--- src/rtl/filter_pad_sequencer.sv ---
// Feeds one frame into the 2-D kernel filter as a zero-padded raster stream,
// then keeps the filter clocked with flush beats until it reports done.
module filter_pad_sequencer #(
   parameter int width      = 1920,
   parameter int height     = 1080,
   parameter int kernelSize = 7
) (
   input  logic        clk,
   input  logic        reset,
   input  logic        iStart,
   input  logic        iValid,
   input  logic [23:0] iData,
   output logic        oReady,
   output logic        oValid,
   output logic [23:0] oData,
   output logic        oPad,
   input  logic        iFilterDone,
   output logic        oBusy,
   output logic        oFrameDone,
   output logic [31:0] oOutCnt
);

   localparam int B       = (kernelSize - 1) / 2;
   localparam int WP      = width + 2 * B;
   localparam int COL_MAX = (WP > width) ? WP : width;
   localparam int COL_W   = $clog2(COL_MAX + 1);
   localparam int ROW_W   = (height > 1) ? $clog2(height) : 1;
   localparam int PAD_W   = (B > 1) ? $clog2(B) : 1;

   localparam logic [COL_W-1:0] WP_LAST    = COL_W'(WP - 1);
   localparam logic [COL_W-1:0] WIDTH_LAST = COL_W'(width - 1);
   localparam logic [COL_W-1:0] B_LAST     = COL_W'((B > 0) ? B - 1 : 0);
   localparam logic [ROW_W-1:0] ROW_LAST   = ROW_W'(height - 1);
   localparam logic [PAD_W-1:0] PAD_LAST   = PAD_W'((B > 0) ? B - 1 : 0);

   typedef enum logic [2:0] {
      IDLE,
      TOP,
      ROW_L,
      ROW_D,
      ROW_R,
      BOT,
      FLUSH,
      DONE
   } state_t;

   state_t            state_q;
   logic [COL_W-1:0]  col_q;
   logic [ROW_W-1:0]  row_q;
   logic [PAD_W-1:0]  padRow_q;
   logic              valid_q;
   logic [23:0]       data_q;
   logic              pad_q;
   logic              frameDone_q;
   logic [31:0]       outCnt_q;

   logic              beatValid_d;
   logic [23:0]       beatData_d;
   logic              beatPad_d;
   logic              beatCount_d;

   // Beat produced by the current state; flush beats are valid but never counted.
   always_comb begin
      beatValid_d = 1'b0;
      beatData_d  = '0;
      beatPad_d   = 1'b0;
      beatCount_d = 1'b0;
      case (state_q)
         TOP, ROW_L, ROW_R, BOT: begin
            beatValid_d = 1'b1;
            beatPad_d   = 1'b1;
            beatCount_d = 1'b1;
         end
         ROW_D: begin
            if (iValid) begin
               beatValid_d = 1'b1;
               beatData_d  = iData;
               beatCount_d = 1'b1;
            end
         end
         FLUSH: begin
            beatValid_d = 1'b1;
            beatPad_d   = 1'b1;
         end
         default: ;
      endcase
   end

   // Frame sequencer: col walks each segment, padRow walks the top/bottom bands.
   always_ff @(posedge clk or negedge reset) begin
      if (!reset) begin
         state_q     <= IDLE;
         col_q       <= '0;
         row_q       <= '0;
         padRow_q    <= '0;
         valid_q     <= 1'b0;
         data_q      <= '0;
         pad_q       <= 1'b0;
         frameDone_q <= 1'b0;
         outCnt_q    <= '0;
      end else begin
         valid_q     <= beatValid_d;
         data_q      <= beatData_d;
         pad_q       <= beatPad_d;
         frameDone_q <= 1'b0;
         if (beatCount_d) begin
            outCnt_q <= outCnt_q + 32'd1;
         end
         case (state_q)
            IDLE: begin
               if (iStart) begin
                  outCnt_q <= '0;
                  col_q    <= '0;
                  row_q    <= '0;
                  padRow_q <= '0;
                  state_q  <= (B == 0) ? ROW_D : TOP;
               end
            end
            TOP: begin
               if (col_q == WP_LAST) begin
                  col_q <= '0;
                  if (padRow_q == PAD_LAST) begin
                     padRow_q <= '0;
                     state_q  <= ROW_L;
                  end else begin
                     padRow_q <= padRow_q + 1'b1;
                  end
               end else begin
                  col_q <= col_q + 1'b1;
               end
            end
            ROW_L: begin
               if (col_q == B_LAST) begin
                  col_q   <= '0;
                  state_q <= ROW_D;
               end else begin
                  col_q <= col_q + 1'b1;
               end
            end
            ROW_D: begin
               if (iValid) begin
                  if (col_q == WIDTH_LAST) begin
                     col_q <= '0;
                     if (B > 0) begin
                        state_q <= ROW_R;
                     end else if (row_q == ROW_LAST) begin
                        row_q   <= '0;
                        state_q <= FLUSH;
                     end else begin
                        row_q <= row_q + 1'b1;
                     end
                  end else begin
                     col_q <= col_q + 1'b1;
                  end
               end
            end
            ROW_R: begin
               if (col_q == B_LAST) begin
                  col_q <= '0;
                  if (row_q == ROW_LAST) begin
                     row_q   <= '0;
                     state_q <= BOT;
                  end else begin
                     row_q   <= row_q + 1'b1;
                     state_q <= ROW_L;
                  end
               end else begin
                  col_q <= col_q + 1'b1;
               end
            end
            BOT: begin
               if (col_q == WP_LAST) begin
                  col_q <= '0;
                  if (padRow_q == PAD_LAST) begin
                     padRow_q <= '0;
                     state_q  <= FLUSH;
                  end else begin
                     padRow_q <= padRow_q + 1'b1;
                  end
               end else begin
                  col_q <= col_q + 1'b1;
               end
            end
            FLUSH: begin
               if (iFilterDone) begin
                  frameDone_q <= 1'b1;
                  state_q     <= DONE;
               end
            end
            DONE: begin
               state_q <= IDLE;
            end
            default: begin
               state_q <= IDLE;
            end
         endcase
      end
   end

   // Upstream handshake depends on the state register alone, never on iValid.
   assign oReady     = (state_q == ROW_D);
   assign oBusy      = (state_q != IDLE);
   assign oValid     = valid_q;
   assign oData      = data_q;
   assign oPad       = pad_q;
   assign oFrameDone = frameDone_q;
   assign oOutCnt    = outCnt_q;

endmodule

--- config.mk ---
export PLATFORM = sky130hd
export DESIGN_NAME = filter_pad_sequencer
export DESIGN_NICKNAME = d
export VERILOG_FILES = /design/src/rtl/filter_pad_sequencer.sv
export SDC_FILE = /design/constraint.sdc
export NUM_CORES = 1
export LEC_CHECK = 0
export ABC_AREA = 1
export BUFFER_PORTS_ARGS = -buffer_cell sky130_fd_sc_hd__buf_4
export CELL_PAD_IN_SITES_DETAIL_PLACEMENT = 0
export CELL_PAD_IN_SITES_GLOBAL_PLACEMENT = 1
export CORE_ASPECT_RATIO = 0.6
export CORE_MARGIN = 5
export CORE_UTILIZATION = 31
export DETAILED_ROUTE_END_ITERATION = 16
export GPL_TIMING_DRIVEN = 0
export MAX_ROUTING_LAYER = met4
export PLACE_DENSITY = 0.71
export SLEW_MARGIN = 40
export SYNTH_ARGS = -nofsm -noshare
export SYNTH_HDL_FRONTEND = slang
export SYNTH_SLANG_ARGS = --single-unit
--- constraint.sdc ---
create_clock -name clk -period 1.7 [get_ports clk]
set_input_delay 0.34 -clock clk [delete_from_list [all_inputs] [get_ports clk]]
set_output_delay 0.34 -clock clk [all_outputs]
set_load 0.005 [all_outputs]
-- Word-level counts from Yosys, hierarchy flattened
Index checks and enable logic that the tools add are counted.
- add/subtract/negate cells: 4
- multiply operators: 0
- div/mod/pow operators: 0
- $lt $le $gt $ge: 0
- equal/unequal tests: 23
- shift operators: 0
- multiplexer cells: 36
- bitwise operators: 0
- reductions and logical operators: 13
- operators by type and width (operator ; count):
    $mux 32 ; 3
    $mux 11 ; 7
    $mux 24 ; 2
    $pmux 11 s4 ; 1
    $eq 11x11->1 const B ; 3
    $mux 3 ; 11
    $add 32x1->32 const B ; 1
    $pmux 3 s8 ; 1
    $add 11x1->11 const B ; 2
    $pmux 11 s2 ; 1
    $ne 2x2->1 const B ; 9
    $eq 3x3->1 const B ; 4
    $eq 11x2->1 const B ; 1
    $reduce_and 10->1 ; 1
    $reduce_and 3->1 ; 3
    $eq 3x2->1 const B ; 2
    $mux 2 ; 3
    $reduce_or 5->1 ; 1
    $mux 1 ; 4
    $ne 2x1->1 const B ; 2
    $pmux 1 s2 ; 2
    $pmux 2 s2 ; 1
    $reduce_bool 2->1 ; 2
    $reduce_bool 4->1 ; 1
    7 further kinds ; 8
- register bits: 86
- bits in latches: 0
- memory bits (writable): 0
- memory bits (read-only): 0
- input bits: 29
- output and inout bits: 61
- word-level logic and storage cells: 85
- memories kept: 0

-- Depth between registers and ports, before layout
Gate-level depths: netlist of run 1.
- depth in word-level cells: 6
- gate-level depth with buffers: 12
- mapped depth without buffers: 11

-- Worst setup path before layout of run 1
Ideal clock, no wire load.
- path kind: reg-to-reg
- start: reg outCnt_q[0], in the netlist oOutCnt[0]
- end: reg outCnt_q[16], in the netlist oOutCnt[16]
- library setup time: 0.120 ns
- arrival time: 1.368 ns
- data required time: 1.580 ns
- setup slack: 0.212 ns
- stages on the path, launching flop included: 9
- path buffers: 0
- clock period less this slack: 1.488 ns
- cell sequence: dfrtp_1 -> ha_1 -> nand2_1 -> nor2_1 -> nand3_1 -> nor2_4 -> nand2_1 -> o21ai_0 -> nor2_1
- longest elaborated chain between the ends: 4
- ends and longest elaborated chain (item ; line ; RTL):
    start: declaration ; 55 ; logic [31:0] outCnt_q;
    start signal: assignment ; 107 ; outCnt_q <= outCnt_q + 32'd1;
    $add 32x1->32 (*) ; 107 ;
    $mux 32 (*) ; 106 ; if (beatCount_d) begin
    $mux 32 ; 111 ; if (iStart) begin
    $mux 32 (*) ; 109 ; case (state_q)
Mark *: on every way between the ends. The rest lies on a longest branch, timed or not.
A chain may end at the register's enable or synchronous reset.

-- Final worst setup path of run 1
- start: reg state_q[0]
- end: out oReady
- longest elaborated chain between the ends: 1
- ends and longest elaborated chain (item ; line ; RTL):
    start: declaration ; 47 ; state_t state_q;
    start signal: assignment ; 116 ; state_q <= (B == 0) ? ROW_D : TOP;
    $eq 3x2->1 ; 201 ; assign oReady = (state_q == ROW_D);
    end: declaration ; 13 ; output logic oReady,
No other way between the ends.

==> results of run 1 <==
==> layer usage <==
layer  GRT usage [%]  vias to the layer above  wire [µm]
met3            4.95                        7       1110
met5               -                        -          0
met2            19.1                      147       5270
li1                -                     2284          -
met4            2.86                        0         70
met1            23.7                     2114       7450
==> final cells by class <==
class / instances / area, µm² / area share, %
multi-input cells: 468 / 2420 / 37.8
flip-flops and latches: 86 / 2160 / 33.7
repair buffers: 102 / 807 / 12.6
inverters: 84 / 332 / 5.17
well taps: 203 / 254 / 3.96
clock buffers: 9 / 225 / 3.51
plain buffers: 17 / 120 / 1.87
clock inverters: 7 / 86.3 / 1.35
==> tightest hold or removal path, cell delays in order <==
cell and delay [ns]:
buf_4 0.11, nand2_1 0.05, nor2_1 0.04
==> metrics by stage <==
stage | setup slack, ns | cells | TNS [ns] | total power [mW]
after global routing | -0.0423 | 976 | -0.161 | 8.07
final | 0.0417 | 976 | 0 | 7.57
after global placement | -0.0735 | 946 | -0.252 | 5.18
after CTS | -0.00251 | 968 | -0.00251 | 7.44
after floorplan | 0.212 | 655 | 0 | 4.30
after detailed placement | -0.0905 | 946 | -0.347 | 5.19
==> worst max-delay path by stage <==
| stage | startpoint | end |
|---|---|---|
| global placement | oOutCnt[0] | oOutCnt[26] |
| detailed placement | oOutCnt[0] | oOutCnt[26] |
| finish | state_q[0] | oReady |
| global route | oOutCnt[1] | oOutCnt[26] |
| CTS | oOutCnt[0] | oOutCnt[26] |
| floorplan | oOutCnt[0] | oOutCnt[16] |
==> what timing repair did <==
action,4_1_cts,5_1_grt
hold buffers,0,1
buffers inserted,6,6
setup endpoints to repair,9,47
hold endpoints to repair,0,19
pin swaps,3,11
resized for setup,5,32
==> cell usage after synthesis (2+ instances only) <==
master	count	area [µm²]
nand2_1	179	672
nor2_1	106	398
dfrtp_1	86	2150
inv_1	73	274
nand3_1	44	220
a21oi_1	23	115
nand4_1	17	106
nor3_1	13	65.1
o21ai_0	13	65.1
nor2_2	9	56.3
nor2_4	9	101
nand2_2	8	50.1
o21ai_1	7	35.0
buf_2	6	30.0
buf_6	6	67.6
inv_2	6	22.5
ha_1	5	62.6
o21ai_2	5	43.8
xor2_1	5	43.8
clkbuf_1	4	15.0
inv_4	4	25.0
nand3_2	4	40.0
nand3_4	4	70.1
nand2_4	3	33.8
xnor2_1	3	26.3
and3_1	2	12.5
nor2_8	2	40.0
==> state kept, by name (all words and copies together) (netlist names) <==
register / flops
oFrameDone: 1
padRow_q: 2
oOutCnt: 32
row_q: 11
oPad: 1
state_q: 3
oValid: 1
oData: 24
col_q: 11
==> report_power, final <==
part           total, mW  internal [mW]  switching (mW)
combinational       3.04           1.13            1.91
sequential          2.43           2.26           0.165
clock               2.10           1.18           0.926
total               7.57           4.57            3.00
==> layout by cell type, fill, tap and decap left out, types with 9 or more instances in the layout <==
master,count
dfrtp_1,78
clkbuf_16,9
inv_1,73
a21oi_1,23
nand2_1,173
nor2_2,11
nor3_1,12
buf_4,99
o21ai_1,9
nand2_2,13
nand4_1,17
o21ai_0,11
nand3_1,42
nor2_4,14
nor2_1,99
==> kinds of logic (layout without fill, tap and decap cells) <==
family | count (synthesis) | in the layout
and+or+nand+nor | 404 | 404
buffers and inverters | 101 | 219
DFF | 86 | 86
AOI/OAI and AO/OA | 51 | 51
xor gates and xnor gates | 8 | 8
adders and majority gates | 5 | 5
==> metrics.csv, run 1 <==
stage,metric,value,unit
logic_synthesis,"EDFF count, synth",0,
critical_path,Startpoint Class,register,
clock_tree,clock latency on the worst-skew pair,0.34,ns
finish,share of cells above drive strength 1,27.8,%
clock_tree,clk sinks,86,
clock_tree,number of CTS-inserted buffers,9,
route,antenna violation net count after detailed routing,0,
route,drt drc,0,
timing,max-slew violations,0,
logic_synthesis,#FFs+latches synth,86,
floorplanning,Die H,108,µm
finish,final instance area,0.00641,mm²
hold_path,hold endpoint,oData[22],
floorplanning,die area,0.0186,mm²
hold_path,Worst Hold Class,in -> reg,
critical_path,CP required,1.36,ns
critical_path,WP data arrival,1.32,ns
grt,total gr overflow,0,
grt,Total Routing Usage GR,15.4,%
logic_synthesis,Yosys Warn Count,0,
route,Routed WL,13.9,mm
grt,initial antenna violation count,0,
critical_path,"Buf+Inv Stages, Crit Path",3,
floorplanning,row cnt,35,
pwr,static leakage,3.12,nW
critical_path,crit path capture type,output pin,
clock_tree,clock buffer depth,2,
grt,vias in the first global route,4194,
logic_synthesis,Synth cell types,36,
logic_synthesis,simple-gate area share of the yosys netlist,38.8,%
critical_path,slowest CP cell,dfrtp_1,
route,Routed WL per cell,14.2,µm
critical_path,slowest cell delay on critical path,0.34,ns
timing,Hold Fails Final Rpt,0,
finish,Synth-to-Final Area Change,30.1,%
timing,unrepaired setup endpoints after global routing,yes,
status,outcome,finished clean,
grt,global-route wire length before repair,22.5,mm
timing,highest clock rate,0.603,GHz
finish,diode count,0,
logic_synthesis,Avg Inst Size Synth,7.52,µm²
clock_tree,clock tree from TritonCTS,done,
critical_path,CP cell instances,buf_6 > buf_4 > nand2_2 > nor2_4 > buf_4,
placed_design,area post-placement,0.00584,mm²
critical_path,CP Class,reg -> out,
route,via total after detailed routing,4552,
finish,final core area utilization,41.4,%
clock_tree,clk slew on worst S/H paths,0.07,ns
route,First DRT Iteration DRCs,275,
timing,worst slew pin tran,0.419,ns
placed_design,IO Port Bufs,88,
finish,Layout fillers,1591,
floorplanning,Initial Util,31.9,%
clock_tree,Root Buffer,clkbuf_16,
floorplanning,I/O pins,90,
run,Max-cap violations,0,
route,Vias/cell,4.66,
critical_path,Critical Path Fanout Max,5,
timing,endpoints failing setup,0,
placed_design,GPL Wtd Cong,0.913,
clock_tree,H-tree levels,3,
route,DR pass1 iterations,6,
critical_path,Levels on crit path,5,
critical_path,r2r endpoint,oOutCnt[2],
pwr,P per Cell Area,1180,mW/mm²
finish,Nets,802,
critical_path,Reg2Reg Launch Point,state_q[1],
hold_path,worst hold stages,3,
critical_path,critical path's top delay family,buffers and inverters,
placed_design,HPWL Detailed,10.1,mm
floorplanning,Core ar.,0.0155,mm²
timing,Final Skew,0.00613,ns
floorplanning,Die X,173,µm
logic_synthesis,"Seq/Total Area, Yosys",43.7,%
logic_synthesis,most common flop cell mapped by yosys,dfrtp_1,
logic_synthesis,"FFs w/ async S/R, synth",100,%
logic_synthesis,"Cell Area, Synth",0.00493,mm²
critical_path,Most Frequent Cell on Critical Path,buf_4,
timing,worst hold slack,0.226,ns
grt,largest net degree at the start of global routing,87,
logic_synthesis,xor/xnor share of the synthesized area,1.42,%
logic_synthesis,mux cell area share after synthesis,0,%
pwr,Peak supply drop,600,µV
timing,Final min period,1.66,ns
timing,final period utilization,97.5,%
timing,slew margin rel.,71.8,%
logic_synthesis,Adder-Cell Fraction of Synth Area,1.27,%
logic_synthesis,Synth Instances,655,
logic_synthesis,compound-cell area share of the yosys netlist,5.79,%
critical_path,Worst Reg-to-Reg Cells,9,
logic_synthesis,largest family of logic cells by synthesized area,simple AND/OR/NAND/NOR gates,
critical_path,FF-to-FF setup slack,0.08,ns
logic_synthesis,net count after synthesis,689,
hold_path,HP Start,iData[22],
Note: power is estimated with default switching activity, not from simulation.
==> run 2, diff against run 1 <==
- CORE_UTILIZATION: 31 -> 41
- CTS_BUF_LIST: not set -> sky130_fd_sc_hd__clkbuf_16
- PLACE_DENSITY: 0.71 -> 0.88
- RECOVER_POWER: not set -> 100
==> run 2 against run 1 <==
Net effect: critical path type unchanged; first-iteration DRC count increased by 29%; sequential power about the same; worst hold slack improved by 0.0094 ns; power decreased by 5.9%; routed wire length decreased by 7.6%.
==> metrics.csv, run 2 (same netlist as run 1, synthesis figures left out) <==
stage,metric,value,unit,change
route,Routed WL,12.9,mm,-7.6%
hold_path,HP Start,iData[16],,
critical_path,Reg2Reg Launch Point,col_q[0],,
critical_path,CP Class,reg -> out,,
floorplanning,row cnt,31,,-11%
critical_path,Critical Path Fanout Max,8,,+3
clock_tree,clk slew on worst S/H paths,0.06,ns,about the same
floorplanning,I/O pins,90,,unchanged
critical_path,WP data arrival,1.31,ns,about the same
critical_path,Startpoint Class,register,,
clock_tree,# hold bufs at CTS,0,,unchanged
grt,vias in the first global route,4120,,-1.8%
grt,Total Routing Usage GR,19.0,%,+3.7 points
floorplanning,Initial Util,41.4,%,+9.5 points
clock_tree,H-tree levels,3,,unchanged
clock_tree,clock buffer depth,2,,unchanged
timing,slew margin rel.,19.7,%,-52 points
grt,initial antenna violation count,0,,unchanged
timing,highest clock rate,0.604,GHz,+0.21%
finish,Synth-to-Final Area Change,25.2,%,
critical_path,FF-to-FF setup slack,0.06,ns,-0.02 ns
critical_path,Worst Reg-to-Reg Cells,7,,-2
floorplanning,Core ar.,0.0119,mm²,-23%
timing,Final Skew,0.0103,ns,+0.00420 ns
grt,total gr overflow,0,,unchanged
placed_design,area post-placement,0.00580,mm²,-0.81%
status,outcome,finished clean,,
placed_design,IO Port Bufs,88,,unchanged
timing,Final WS setup,0.0452,ns,+0.00353 ns
finish,Layout fillers,1161,,-27%
timing,final period utilization,97.3,%,-0.21 points
clock_tree,Root Buffer,clkbuf_16,,
route,antenna violation net count after detailed routing,0,,unchanged
hold_path,worst hold stages,3,,unchanged
floorplanning,Die X,152,µm,-12%
placed_design,Place WS,-0.0894,ns,+0.00112 ns
route,drt drc,0,,unchanged
floorplanning,Die H,94.9,µm,-12%
pwr,static leakage,3.00,nW,-3.9%
clock_tree,number of CTS-inserted buffers,9,,unchanged
route,via total after detailed routing,4546,,-0.13%
critical_path,crit path capture type,output pin,,
clock_tree,clock latency on the worst-skew pair,0.34,ns,about the same
critical_path,CP required,1.36,ns,about the same
pwr,P per Cell Area,1150,mW/mm²,-2.3%
timing,Hold Fails Final Rpt,0,,unchanged
route,DR pass1 iterations,5,,-1
route,First DRT Iteration DRCs,356,,+29%
timing,Final min period,1.65,ns,-0.00353 ns
timing,endpoints failing setup,0,,unchanged
pwr,Peak supply drop,606,µV,+0.88%
hold_path,Worst Hold Class,in -> reg,,
finish,final instance area,0.00617,mm²,-3.7%
route,Routed WL per cell,13.8,µm,-3.3%
grt,global-route wire length before repair,20.9,mm,-7.1%
clock_tree,clk sinks,86,,unchanged
clock_tree,clock tree from TritonCTS,done,,
finish,"commonest non-fill, non-tap cells in the layout","173 x nand2_1, 100 x nor2_1, 80 x dfrtp_1",,
hold_path,hold endpoint,oData[16],,
critical_path,r2r endpoint,col_q[10],,
run,Max-cap violations,0,,unchanged
finish,"commonest non-fill, non-tap cell in the layout",nand2_1,,
placed_design,GPL Wtd Cong,0.914,,+0.16%
finish,max FFs per register,32,,unchanged
finish,Nets,797,,-0.62%
timing,unrepaired setup endpoints after global routing,yes,,
timing,worst slew pin tran,1.20,ns,+0.785 ns
floorplanning,die area,0.0144,mm²,-23%
placed_design,HPWL Detailed,9.67,mm,-4.0%
grt,largest net degree at the start of global routing,87,,unchanged
route,Vias/cell,4.87,,+4.5%
finish,share of cells above drive strength 1,24.9,%,-2.9 points
timing,max-slew violations,0,,unchanged
timing,worst hold slack,0.236,ns,+0.00936 ns
finish,diode count,0,,unchanged
-- run 2: power breakdown --
group	leakage (nW)	internal, mW	switching (mW)
clock network	0.134	0.981	0.843
registers	1.17	2.26	0.146
logic	1.69	1.04	1.85
-- run 2: cell type report --
| type | instances | area (µm²) | share of cell area, % |
|---|---|---|---|
| Buffer | 17 | 128 | 2.07 |
| Clock buffer | 9 | 225 | 3.65 |
| Clock inverter | 7 | 42.5 | 0.690 |
| Inverter | 84 | 328 | 5.31 |
| Timing Repair Buffer | 97 | 672 | 10.9 |
| Tap cell | 165 | 206 | 3.35 |
| Sequential cell | 86 | 2160 | 35.0 |
| Multi-Input combinational cell | 468 | 2410 | 39.0 |
-- run 2: timing repair --
item,CTS,global route
pin swaps,3,17
buffers inserted,6,3
endpoints found under the setup margin,9,34
gates resized for setup,2,33
-- run 2: through the flow --
step / util, % / power (mW) / setup TNS, ns / instances
2_1_floorplan: - / 4.30 / 0 / 655
3_3_place_gp: 48.6 / 5.10 / -0.146 / 908
3_5_place_dp: 48.7 / 5.15 / -0.279 / 908
4_1_cts: 51.4 / 7.08 / 0 / 930
5_1_grt: 51.8 / 7.57 / -0.0713 / 933
6_report: 51.8 / 7.12 / 0 / 933
-- run 2: worst max-delay path by stage --
stage,from,to,slack [ns],cells past startpoint
floorplan,oOutCnt[0],oOutCnt[16],0.21,8
global placement,oOutCnt[0],oOutCnt[26],-0.06,10
detailed placement,oOutCnt[0],oOutCnt[26],-0.09,10
CTS,state_q[1],oBusy,0.002,6
global route,col_q[0],col_q[10],-0.01,7
finish,state_q[1],oBusy,0.05,6
-- run 2: worst max-delay path, stage by stage, from the launching register on --
cell     delay (ns)
dfrtp_1        0.37
buf_6          0.15
inv_4          0.08
nand2_2        0.07
nor2_4         0.11
inv_2          0.06
buf_4          0.14
-- run 2: metal layers --
layer	track usage [%]	wire length [µm]	up-vias
met3	6.28	1340	11
met4	3.29	102	0
li1	-	-	2276
met5	-	0	-
met1	28.8	6410	2080
met2	24.6	5000	179
